[config.mk]
export PLATFORM = sky130hd
export DESIGN_NAME = uart_rx_flat
export DESIGN_NICKNAME = d
export VERILOG_FILES = /design/src/rtl/uart_rx_pkg.sv /design/src/rtl/uart_rx_if.sv /design/src/rtl/uart_rx_controller.sv /design/src/rtl/uart_rx.sv /design/src/flat_wrapper.sv
export SDC_FILE = /design/constraint.sdc
export NUM_CORES = 1
export LEC_CHECK = 0
export CAP_MARGIN = 20
export CORE_MARGIN = 4
export CORE_UTILIZATION = 58
export DETAILED_ROUTE_END_ITERATION = 10
export PLACE_DENSITY = 0.87
export SETUP_SLACK_MARGIN = 0.02
export SKIP_CTS_REPAIR_TIMING = 1
export SLEW_MARGIN = 5
export SYNTH_ARGS = -nofsm -noshare
export SYNTH_HDL_FRONTEND = slang
export SYNTH_SLANG_ARGS = --single-unit
[constraint.sdc]
create_clock -name clk -period 2.7 [get_ports clk]
set_input_delay 0.405 -clock clk [delete_from_list [all_inputs] [get_ports clk]]
set_output_delay 0.405 -clock clk [all_outputs]
set_load 0.05 [all_outputs]
[src/rtl/uart_rx_pkg.sv]
// Shared UART definitions, common to the receive and transmit paths.
//   DATA_BITS  : payload bits per frame
//   rx_state_e : receive FSM states (StParity only reached when UART_RX_PARITY_EN is defined)
package uart_rx_pkg;

  localparam int unsigned DATA_BITS = 8;

  typedef enum logic [2:0] {
    StIdle,
    StStart,
    StData,
    StParity,
    StStop
  } rx_state_e;

endpackage

[src/rtl/uart_rx_if.sv]
// Core-side bus of the UART receiver.
//   uart_sel, rd : address select and read strobe from the core (read = uart_sel & rd)
//   data_out     : last accepted byte
//   byte_ready   : unread byte pending
//   frame_err    : sticky, stop bit sampled low
//   overrun      : sticky, byte accepted while one was still unread
//   parity_err   : sticky, even parity mismatch (only with UART_RX_PARITY_EN)
// master = core side, slave = receiver side.
interface uart_rx_if;
  import uart_rx_pkg::*;

  logic                 uart_sel;
  logic                 rd;
  logic [DATA_BITS-1:0] data_out;
  logic                 byte_ready;
  logic                 frame_err;
  logic                 overrun;
`ifdef UART_RX_PARITY_EN
  logic                 parity_err;

  modport master (
    output uart_sel, rd,
    input  data_out, byte_ready, frame_err, overrun, parity_err
  );
  modport slave (
    input  uart_sel, rd,
    output data_out, byte_ready, frame_err, overrun, parity_err
  );
`else
  modport master (
    output uart_sel, rd,
    input  data_out, byte_ready, frame_err, overrun
  );
  modport slave (
    input  uart_sel, rd,
    output data_out, byte_ready, frame_err, overrun
  );
`endif

endinterface

[src/rtl/uart_rx_controller.sv]
// Receive FSM with counter-clear and shift-enable decoding.
//   clk, rst   : clock, asynchronous active-low reset
//   rx_s       : synchronised serial input
//   baud_cnt   : bit-period counter from the datapath
//   bit_cnt    : data bit index from the datapath
//   cnt_clr    : state changes on this edge, clear both counters
//   shift_en   : sample rx_s into the shift register
//   stop_tick  : stop bit sample point
//   par_tick   : parity bit sample point (only with UART_RX_PARITY_EN)
module uart_rx_controller
  import uart_rx_pkg::*;
#(
  parameter int unsigned CLKS_PER_BIT = 16,
  localparam int unsigned CntW = $clog2(CLKS_PER_BIT)
) (
  input  logic            clk,
  input  logic            rst,
  input  logic            rx_s,
  input  logic [CntW-1:0] baud_cnt,
  input  logic [2:0]      bit_cnt,
`ifdef UART_RX_PARITY_EN
  output logic            par_tick,
`endif
  output logic            cnt_clr,
  output logic            shift_en,
  output logic            stop_tick
);

  rx_state_e state_q;
  logic      tick;
  logic      mid;
  logic      advance;

  assign tick = (baud_cnt == CntW'(CLKS_PER_BIT - 1));
  assign mid  = (baud_cnt == CntW'(CLKS_PER_BIT / 2 - 1));

  // Each state has exactly one exit condition, so "leaving" doubles as the counter clear.
  always_comb begin
    advance = 1'b0;
    unique case (state_q)
      StIdle:   advance = ~rx_s;
      StStart:  advance = mid;
      StData:   advance = tick && (bit_cnt == 3'd7);
      StParity: advance = tick;
      StStop:   advance = tick;
      default:  advance = 1'b1;
    endcase
  end

  assign cnt_clr   = advance;
  assign shift_en  = (state_q == StData) && tick;
  assign stop_tick = (state_q == StStop) && tick;
`ifdef UART_RX_PARITY_EN
  assign par_tick  = (state_q == StParity) && tick;
`endif

  always_ff @(posedge clk or negedge rst) begin
    if (!rst) begin
      state_q <= StIdle;
    end else if (advance) begin
      unique case (state_q)
        StIdle:   state_q <= StStart;
        // Start bit gone high at mid-bit: treat as a glitch.
        StStart:  state_q <= rx_s ? StIdle : StData;
`ifdef UART_RX_PARITY_EN
        StData:   state_q <= StParity;
`else
        StData:   state_q <= StStop;
`endif
        StParity: state_q <= StStop;
        StStop:   state_q <= StIdle;
        default:  state_q <= StIdle;
      endcase
    end
  end

endmodule

[src/rtl/uart_rx.sv]
// 8N1 UART receiver (8E1 when UART_RX_PARITY_EN is defined).
//   clk : system clock, rising edge
//   rst : asynchronous active-low reset
//   rx  : serial line, idle high, asynchronous to clk
//   bus : core-side select/read and status (uart_rx_if.slave)
// Synchroniser, counters, shift register and status registers live here; sequencing is in
// uart_rx_controller.
module uart_rx
  import uart_rx_pkg::*;
#(
  parameter int unsigned CLKS_PER_BIT = 16
) (
  input  logic     clk,
  input  logic     rst,
  input  logic     rx,
  uart_rx_if.slave bus
);

  localparam int unsigned CntW = $clog2(CLKS_PER_BIT);

  logic                 sync1_q;
  logic                 rx_s;
  logic [CntW-1:0]      baud_cnt_q;
  logic [2:0]           bit_cnt_q;
  logic [DATA_BITS-1:0] shift_q;
  logic [DATA_BITS-1:0] data_q;
  logic                 byte_ready_q;
  logic                 frame_err_q;
  logic                 overrun_q;
  logic                 cnt_clr;
  logic                 shift_en;
  logic                 stop_tick;
  logic                 rd_hit;
`ifdef UART_RX_PARITY_EN
  logic                 par_tick;
  logic                 par_bad_q;
  logic                 parity_err_q;
`endif

  uart_rx_controller #(
    .CLKS_PER_BIT(CLKS_PER_BIT)
  ) u_ctrl (
    .clk      (clk),
    .rst      (rst),
    .rx_s     (rx_s),
    .baud_cnt (baud_cnt_q),
    .bit_cnt  (bit_cnt_q),
`ifdef UART_RX_PARITY_EN
    .par_tick (par_tick),
`endif
    .cnt_clr  (cnt_clr),
    .shift_en (shift_en),
    .stop_tick(stop_tick)
  );

  always_ff @(posedge clk or negedge rst) begin
    if (!rst) begin
      sync1_q <= 1'b1;
      rx_s    <= 1'b1;
    end else begin
      sync1_q <= rx;
      rx_s    <= sync1_q;
    end
  end

  always_ff @(posedge clk or negedge rst) begin
    if (!rst) begin
      baud_cnt_q <= '0;
      bit_cnt_q  <= '0;
      shift_q    <= '0;
    end else begin
      if (cnt_clr || baud_cnt_q == CntW'(CLKS_PER_BIT - 1)) begin
        baud_cnt_q <= '0;
      end else begin
        baud_cnt_q <= baud_cnt_q + 1'b1;
      end
      if (cnt_clr) begin
        bit_cnt_q <= '0;
      end else if (shift_en) begin
        bit_cnt_q <= bit_cnt_q + 1'b1;
      end
      // LSB first on the wire: shift right, new bit enters at the MSB.
      if (shift_en) begin
        shift_q <= {rx_s, shift_q[DATA_BITS-1:1]};
      end
    end
  end

  assign rd_hit = bus.uart_sel & bus.rd;

  // Read clears first; a same-cycle accept then overrides byte_ready (accept wins).
  always_ff @(posedge clk or negedge rst) begin
    if (!rst) begin
      data_q       <= '0;
      byte_ready_q <= 1'b0;
      frame_err_q  <= 1'b0;
      overrun_q    <= 1'b0;
`ifdef UART_RX_PARITY_EN
      par_bad_q    <= 1'b0;
      parity_err_q <= 1'b0;
`endif
    end else begin
      if (rd_hit) begin
        byte_ready_q <= 1'b0;
        frame_err_q  <= 1'b0;
        overrun_q    <= 1'b0;
`ifdef UART_RX_PARITY_EN
        parity_err_q <= 1'b0;
`endif
      end
`ifdef UART_RX_PARITY_EN
      if (par_tick) begin
        par_bad_q <= (^shift_q) ^ rx_s;
      end
`endif
      if (stop_tick) begin
        if (rx_s) begin
          data_q       <= shift_q;
          byte_ready_q <= 1'b1;
          if (byte_ready_q && !rd_hit) begin
            overrun_q <= 1'b1;
          end
`ifdef UART_RX_PARITY_EN
          if (par_bad_q) begin
            parity_err_q <= 1'b1;
          end
`endif
        end else begin
          frame_err_q <= 1'b1;
        end
      end
    end
  end

  assign bus.data_out   = data_q;
  assign bus.byte_ready = byte_ready_q;
  assign bus.frame_err  = frame_err_q;
  assign bus.overrun    = overrun_q;
`ifdef UART_RX_PARITY_EN
  assign bus.parity_err = parity_err_q;
`endif

endmodule

[src/flat_wrapper.sv]
// flat-port wrapper written by rule: the top's interface ports become plain ports
module uart_rx_flat import uart_rx_pkg::*;
#(
  parameter int unsigned CLKS_PER_BIT = 16
)
  (clk, rst, rx, bus_uart_sel, bus_rd, bus_data_out, bus_byte_ready, bus_frame_err, bus_overrun);
  uart_rx_if bus_i ();
  input  logic clk;
  input  logic rst;
  input  logic rx;
  input wire logic [$bits(bus_i.uart_sel)-1:0] bus_uart_sel;
  input wire logic [$bits(bus_i.rd)-1:0] bus_rd;
  output wire logic [$bits(bus_i.data_out)-1:0] bus_data_out;
  output wire logic [$bits(bus_i.byte_ready)-1:0] bus_byte_ready;
  output wire logic [$bits(bus_i.frame_err)-1:0] bus_frame_err;
  output wire logic [$bits(bus_i.overrun)-1:0] bus_overrun;
  assign bus_i.uart_sel = bus_uart_sel;
  assign bus_i.rd = bus_rd;
  assign bus_data_out = bus_i.data_out;
  assign bus_byte_ready = bus_i.byte_ready;
  assign bus_frame_err = bus_i.frame_err;
  assign bus_overrun = bus_i.overrun;
  uart_rx #(.CLKS_PER_BIT(CLKS_PER_BIT)) u_core (.clk(clk), .rst(rst), .rx(rx), .bus(bus_i));
endmodule
# --- Yosys cells after proc, flatten, opt, wreduce, memory -nomap -nowiden ---
# Index checks and enable logic that the tools add are counted.
totals:
  word_cells: 48
  reg_bits: 31
classes:
  bitwise: 2
  eq_ne: 7
  mux: 16
  reduce_logical: 11
  addsub: 2
op_table:
  columns: ["op", "n"]
  rows:
  - ["two-way mux 1 bit", 10]
  - ["one-hot mux 3 bit (3 select lines)", 1]
  - ["== test 3 x 2 -> 1 bit, second input constant", 2]
  - ["== test 3 bit, second input constant", 2]
  - ["two-way mux 3 bit", 2]
  - ["adder 4 x 1 -> 4 bit, second input constant", 1]
  - ["== test 4 x 3 -> 1 bit, second input constant", 1]
  - ["== test 4 bit, second input constant", 1]
  - ["logical AND 1 bit", 4]
  - ["two-way mux 4 bit", 1]
  - ["one-hot mux 1 bit (4 select lines)", 1]
  - ["OR reduction 2 bit", 2]
  - ["adder 3 x 1 -> 3 bit, second input constant", 1]
  - ["== test 3 x 1 -> 1 bit, second input constant", 1]
  - ["zero test 3 bit", 1]
  - ["two-way mux 2 bit", 1]
  - ["AND reduction 2 bit", 1]
  - ["nonzero test 2 bit", 1]
  - ["bitwise AND 1 bit", 1]
  - ["zero test 1 bit", 1]
  - ["logical OR 1 bit", 1]
  - ["inverter 1 bit", 1]

# --- Depth between registers and ports, before layout ---
# Gate-level depths: netlist of run 1.
logic_depth:
  ltp_word: 6
  ltp_mapped: 7
  depth_no_buf: 5

# --- Cells and area by module ---
# From an unflattened synthesis of run 1, not the netlist that was laid out.
hier_totals:
  hier_cells: 103
  area_unflattened_um2: 1296.2
by_module_without_submodules:
  columns: ["mod", "n_inst", "cells_per_inst", "seq_area_each_um2", "area_each_um2"]
  rows:
  - ["uart_rx", 1, 73, 703.2, 1063.5]
  - ["uart_rx_controller", 1, 30, 75.1, 232.7]

# --- Worst setup path before layout of run 1 ---
# No wires, ideal clock.
synth_timing:
  kind: "reg2reg"
  from: "reg u_core.baud_cnt_q[0]"
  to: "reg u_core.shift_q[0]"
  arrival_time_ps: 1569
  setup_ps: 125
  required_ps: 2575
  path_slack_ps: 1006
  path_stages_with_launch: 7
  path_buffers: 2
  path_cell_list: "dfrtp_1 > ha_1 > and3_1 > buf_6 > nand3_4 > buf_2 > mux2_2"
synth_via:
  elab_chain_cells: 2
synth_rtl:
  columns: ["element", "line_no", "text"]
  rows:
  - ["start: declaration", "uart_rx.sv:23", "logic [CntW-1:0] baud_cnt_q;"]
  - ["start signal: assignment", "uart_rx.sv:75", "baud_cnt_q <= baud_cnt_q + 1'b1;"]
  - ["== test 4 bit", "uart_rx_controller.sv:34", "assign tick = (baud_cnt == CntW'(CLKS_PER_BIT - 1));"]
  - ["logical AND 1 bit", "uart_rx_controller.sv:51", "assign shift_en = (state_q == StData) && tick;"]
  - ["end signal: assignment", "uart_rx.sv:84", "shift_q <= {rx_s, shift_q[DATA_BITS-1:1]};"]
  - ["end: declaration", "uart_rx.sv:25", "logic [DATA_BITS-1:0] shift_q;"]
# Every way passes these cells.
# A chain may end at the register's enable or synchronous reset.

# --- Worst setup path in the final report of run 1 ---
layout_timing:
  from: "reg u_core.data_q[6], in the netlist u_core.bus.data_out[6]"
  to: "out bus_data_out[6]"
layout_lines:
  columns: ["element", "line_no", "text"]
  rows:
  - ["start: declaration", "uart_rx.sv:26", "logic [DATA_BITS-1:0] data_q;"]
  - ["start signal: assignment", "uart_rx.sv:118", "data_q <= shift_q;"]
  - ["end: declaration", "flat_wrapper.sv:13", "output wire logic [$bits(bus_i.data_out)-1:0] bus_data_out;"]
# No word-level cell between the ends.

==> results of run 1 <==
[worst register-to-register path, cell delays in order, from the launching register on]
cell       delay [ps]
dfrtp_1           380
ha_1              210
and3_1            390
nand3_4           260
o2111ai_2         400
nor3_1            110
[logic make-up after synthesis]
family	after synthesis	share of synthesized area, %
AO/OA/AOI/OAI	8	5.80
AND/OR/NAND/NOR	27	11.3
XOR/XNOR	3	1.96
buffers and inverters	7	3.46
adder cells (fa/ha/maj)	3	2.81
multiplexers	20	16.5
flip-flops	31	58.2
[cell type report]
| class | count | area share, % |
|---|---|---|
| inverter | 3 | 0.712 |
| timing repair buffer | 16 | 9.97 |
| clock inverter | 2 | 2.22 |
| clock buffer | 6 | 3.24 |
| sequential | 31 | 49.2 |
| tap | 28 | 2.22 |
| multi-input combinational | 61 | 32.4 |
[registers in the layout, indices dropped and copies added (netlist names)]
signal	cells
u_core.bus.data_out	8
u_core.shift_q	8
u_core.baud_cnt_q	4
u_core.bit_cnt_q	3
u_core.u_ctrl.state_q	3
u_core.bus.byte_ready	1
u_core.bus.frame_err	1
u_core.bus.overrun	1
u_core.rx_s	1
u_core.sync1_q	1
[cell usage in the layout, fill, tap and decap left out]
master,n
o211ai_2,1
nand3_1,2
xor2_1,2
or3b_2,1
bufinv_16,1
clkinv_2,1
xnor2_1,1
o21bai_1,1
nand3b_1,1
o21ai_0,2
nand4_2,1
o21a_1,1
mux2_2,16
nand3_4,1
nor3_1,2
dfrtp_1,29
a211o_1,1
a41oi_2,1
nor2_1,7
or3b_1,1
clkdlybuf4s50_1,15
ha_1,3
clkbuf_4,5
mux2i_1,4
nor3b_1,1
clkbuf_8,1
buf_4,1
nor4_1,1
nand2_1,8
o2111ai_2,1
inv_1,3
and3_1,1
dfstp_2,2
[metrics by stage]
step	hold WS, ps	total power, mW	setup WS, ps
after floorplan	109	0.745	1010
after global placement	347	0.767	919
after detailed placement	347	0.784	792
after CTS	361	1.15	779
after global routing	362	1.22	626
final	360	1.14	787
[where the power goes]
group	internal [mW]	switching, mW	total (mW)
logic	0.0930	0.108	0.201
registers	0.510	0.0618	0.572
clock network	0.219	0.148	0.367
total	0.822	0.318	1.14
[path summary, 6_finish.rpt]
path | to | from | cells after the start | slack (ps)
worst max-delay path | bus_data_out[6] | u_core.bus.data_out[6] | 1 | 790
worst min-delay path | u_core.rx_s | u_core.sync1_q | 0 | 360
worst max register to register | u_core.baud_cnt_q[3] | u_core.baud_cnt_q[0] | 5 | 810
worst min register to register | u_core.rx_s | u_core.sync1_q | 0 | 360
max in group asynchronous | u_core.sync1_q | rst | 2 | 1920
min in group asynchronous | u_core.shift_q[7] | rst | 2 | 460
[metal layers]
metal / GRT usage [%] / share of wire, % / up-vias
met1: 18.0 / 41 / 399
met5: 0 / 0 / -
met3: 5.57 / 5.3 / 4
met2: 29.4 / 52 / 18
li1: - / - / 386
met4: 7.12 / 1.5 / 0
==> impl_metrics.toml, run 1 <==
[clocking]
clockBufferDepth = 2
cts_max_level = 2
cts-root-buf = "clkbuf_4"
cts_sinks = 31
cts_tree = "built"
cts_made_buffers = 5
insertion_delay_ps = 320
cts.clk_slew.worst_paths_ps = 90

[flow_run]
drv_cap = 0

[setup_path]
crit_type = "flip-flop to output port"
crit_chain = "clkdlybuf4s50_1"
start_kind = "flip-flop"
worstPathMaxFanout = 2
crit_family = "buffers and inverters"
required_ps = 2300
cp_slowest_cell = "clkdlybuf4s50_1"
cp_data_arrival_time_ps = 1510
slowest_delay_ps = 810
end_kind = "output port"
cp_num_buf_inv = 1

[grt]
grt_use_total_pct = 16.7
grt_pass1_wl_um = 4020
antenna_found_initial = 0
grt-ovfl-total = 0
grt_pass1_vias = 875
grt_max_degree = 32

[floorplanning]
io_pins = 16
fp.dieW_um = 56.0
row_count = 17
core_area_sq_mm = 0.00221
initial_core_util_pct = 60.5
dieArea_sq_mm = 0.00314
die_height_um = 56.0

[detailed_routing]
drt_iter0_markers = 2
drt_wl_total_um = 2220
viasPerCell = 5.49
first_pass_iters = 4
post_drt_wl_per_cell_um = 15.1
ant_nets = 0
num_vias = 807
drc = 0

[layout]
stdcell_count = 147
area.sequential_sq_um = 778
num_antenna_cells = 0
postLayoutCoreUtil_pct = 71.5
area_delta_synth_final_pct = 18.2
drive_gt1_share_pct = 27.7
fin_nets = 126
fin_area_sq_mm = 0.00158
multi_input_area_sq_um = 513
nFillCells = 167

[synthesis]
ys.warnings.count = 0
syn-num-nets = 107
synth_area_leader_cell = "dfrtp_1"
yosysUniqueCellTypes = 30
synthArstFlopShare_pct = 100
ys_seq_area_share_pct = 58.2
synth_most_common_cell = "dfrtp_1"
syn_area_per_cell_sq_um = 13.5
synth.cell_area_sq_mm = 0.00134
synth_edf_count = 0
syn_inst = 99
yosys.area.top_type_share_pct = 54.3
ys.flop_type = "dfrtp_1"
synthTopCellsByArea = "dfrtp_1 54%, mux2_2 13%, dfstp_2 3.9%, mux2i_1 3.0%, ha_1 2.8%"
ys_ff_latch = 31
synthTopCellsByCount = "29 x dfrtp_1, 16 x mux2_2, 8 x nand2_1"

[timing]
rsz0062_at_grt = "false"
final.min_clock_period_ps = 1910
relSlewSlack_pct = 66.4
hold_violations = 0
worst_pin_slew_ps = 503
finalClockSkew_ps = 7.44
maxSlewViolCount = 0
fin_crit_sh_pct = 70.9
fin_setup_tns_ps = 0
clock.fmax_mhz = 523
finalSetupViolations = 0

[place]
gp_routability_congestion = 0.700
place_hpwl_um = 1590
io_buffers = 15
dp.cells = 139
place_area_sq_mm = 0.00150

[power]
power.density_mw_per_mm2 = 721
p_leak_nw = 0.770
ir_worst_vdd_uv = 714

[outcome]
run_status = "finished, final reports clean"

[worst_hold_path]
hp-class = "flip-flop to flip-flop"
No activity file was read; power rests on OpenSTA's default activity.
==> inputs of run 2 (changes only) <==
--- a/config.mk
+++ b/config.mk
@@ -7,9 +7,9 @@
 export LEC_CHECK = 0
 export CAP_MARGIN = 20
 export CORE_MARGIN = 4
-export CORE_UTILIZATION = 58
+export CORE_UTILIZATION = 48
 export DETAILED_ROUTE_END_ITERATION = 10
-export PLACE_DENSITY = 0.87
+export PLACE_DENSITY = 0.78
 export SETUP_SLACK_MARGIN = 0.02
 export SKIP_CTS_REPAIR_TIMING = 1
 export SLEW_MARGIN = 5
==> constraint.sdc (replaced) <==
create_clock -name clk -period 1.6 [get_ports clk]
set_input_delay 0.24 -clock clk [delete_from_list [all_inputs] [get_ports clk]]
set_output_delay 0.24 -clock clk [all_outputs]
set_load 0.05 [all_outputs]
==> impl_metrics.toml, run 2 (synthesis results as in run 1) <==
[outcome]
run_status = "finished, final reports clean"

[power]
pwr-share-seq_pct = 44.2
ir_worst_vdd_uv = 828
pwr-share-clk_pct = 22.5
switchingPower_mw = 0.651
p_sw_share_pct = 30.8
p_int_mw = 1.46
p_leak_nw = 0.896
power.density_mw_per_mm2 = 1200
combPwrFrac_pct = 33.3

[clocking]
cts_sinks = 31
cts-root-buf = "clkbuf_4"
cts.clk_slew.worst_paths_ps = 100
cts_made_buffers = 5
cts_tree = "built"
insertion_delay_ps = 330
clockBufferDepth = 2
cts_max_level = 2

[setup_path]
start_kind = "flip-flop"
rr_endpoint = "u_core.bus.data_out[4]"
end_kind = "flip-flop"
slowest_delay_ps = 400
r2r_cells = 6
crit_family = "flip-flops"
crit_chain = "ha_2 > and3_4 > buf_4 > nand4_2 > buf_4 > mux2_2"
cp_num_buf_inv = 2
required_ps = 1810
cp_data_arrival_time_ps = 1800
worstPathMaxFanout = 5
cp_common_cell = "buf_4"
r2r_start = "u_core.baud_cnt_q[0]"
cp_slowest_cell = "dfrtp_1"
rrSetupSlack_ps = 9
crit_type = "flip-flop to flip-flop"

[detailed_routing]
post_drt_wl_per_cell_um = 14.9
first_pass_iters = 2
drt_wl_total_um = 2520
drt_iter0_markers = 11
viasPerCell = 5.27
drc = 0
ant_nets = 0
num_vias = 890

[floorplanning]
io_pins = 16
fp.dieW_um = 60.8
initial_core_util_pct = 52.1
dieArea_sq_mm = 0.00369
core_area_sq_mm = 0.00257
row_count = 18
die_height_um = 60.8

[layout]
area_delta_synth_final_pct = 31.5
fin_nets = 146
final_cell_mix = "29 x buf_4, 28 x dfrtp_1, 14 x mux2_2"
postLayoutCoreUtil_pct = 68.5
drive_gt1_share_pct = 50.4
nFillCells = 193
stdcell_count = 169
layout_commonest_cell = "buf_4"
num_antenna_cells = 0

[worst_hold_path]
hp-class = "primary input to async pin"

[place]
place_hpwl_um = 1720
dp.cells = 157
io_buffers = 15
gp_routability_congestion = 0.832

[timing]
finalSetupViolations = 0
final.min_clock_period_ps = 1590
maxSlewViolCount = 0
finalClockSkew_ps = 16.5
hold_violations = 0
rsz0062_at_grt = "true"
clock.fmax_mhz = 629
fin_crit_sh_pct = 99.4
relSlewSlack_pct = 74.5
worst_pin_slew_ps = 382

[grt]
grt_pass1_vias = 884
grt-ovfl-total = 0
grt_use_total_pct = 14.1
antenna_found_initial = 0
grt_max_degree = 32
grt_pass1_wl_um = 3730

[flow_run]
drv_cap = 0
run 2: changes by cell type in the layout (fill, tap and decap cells not counted), moves of 2 or more:
cell | previous run | this run
buf_4 | 1 | 29
buf_6 | 0 | 2
clkdlybuf4s50_1 | 15 | 4
mux2_2 | 16 | 14
mux2_4 | 0 | 2
nor3_1 | 2 | 0
run 2: how the worst max path moves through the flow:
stage | to | start | slack (ps) | cells after the start
3_3_place_gp | u_core.u_ctrl.state_q[2] | u_core.u_ctrl.state_q[0] | 8 | 6
4_1_cts | u_core.baud_cnt_q[1] | u_core.baud_cnt_q[1] | -50 | 6
3_5_place_dp | u_core.baud_cnt_q[1] | u_core.baud_cnt_q[1] | -20 | 6
2_1_floorplan | u_core.baud_cnt_q[1] | u_core.baud_cnt_q[0] | 30 | 6
5_1_grt | u_core.baud_cnt_q[3] | u_core.baud_cnt_q[0] | -40 | 6
6_report | u_core.bus.data_out[4] | u_core.baud_cnt_q[0] | 9 | 6
run 2: area by class of cell:
type,count,area (sq um),share of cell area [%]
multi-input combinational,61,571,32.4
tap,30,37.5,2.13
inverter,3,11.3,0.640
clock inverter,1,5.00,0.284
timing repair buffer,36,300,17.1
clock buffer,7,55.1,3.13
sequential,31,779,44.3
run 2: metal layers:
metal  part of all wire (%)  wire length, um  GRT usage, %  vias to the layer above
li1                       -                -             -                      424
met3                    4.3              108          3.83                       10
met4                    2.9               74          7.43                        0
met5                      0                0             0                        -
met2                     52             1300          24.3                       17
met1                     41             1040          15.7                      439
run 2: power groups by stage:
stage	clock network, mW	registers (mW)	logic, mW
5_1_grt	0.524	0.945	0.774
3_3_place_gp	0	0.931	0.548
3_5_place_dp	0	0.938	0.562
4_1_cts	0.487	0.925	0.565
2_1_floorplan	0	0.928	0.334
6_report	0.476	0.934	0.704
run 2: metrics by stage:
stage | hold slack, ps | power (mW) | setup WS (ps) | setup TNS (ps) | cell area (sq um)
5_1_grt | 296 | 2.24 | -43.8 | -288 | 1760
3_5_place_dp | 352 | 1.50 | -18.5 | -27.7 | 1610
4_1_cts | 290 | 1.98 | -50.6 | -126 | 1670
2_1_floorplan | -55.6 | 1.26 | 30.7 | 0 | 1350
3_3_place_gp | 346 | 1.48 | 8.41 | 0 | 1610
6_report | 278 | 2.11 | 9.10 | 0 | 1760
run 2: worst reg2reg max path, delay by kind of cell (launching register included):
kind | cells | cell delay [ps]
buffers and inverters | 2 | 290
DFF | 1 | 400
adders and majority gates | 1 | 190
and+or+nand+nor | 2 | 260
muxes | 1 | 340
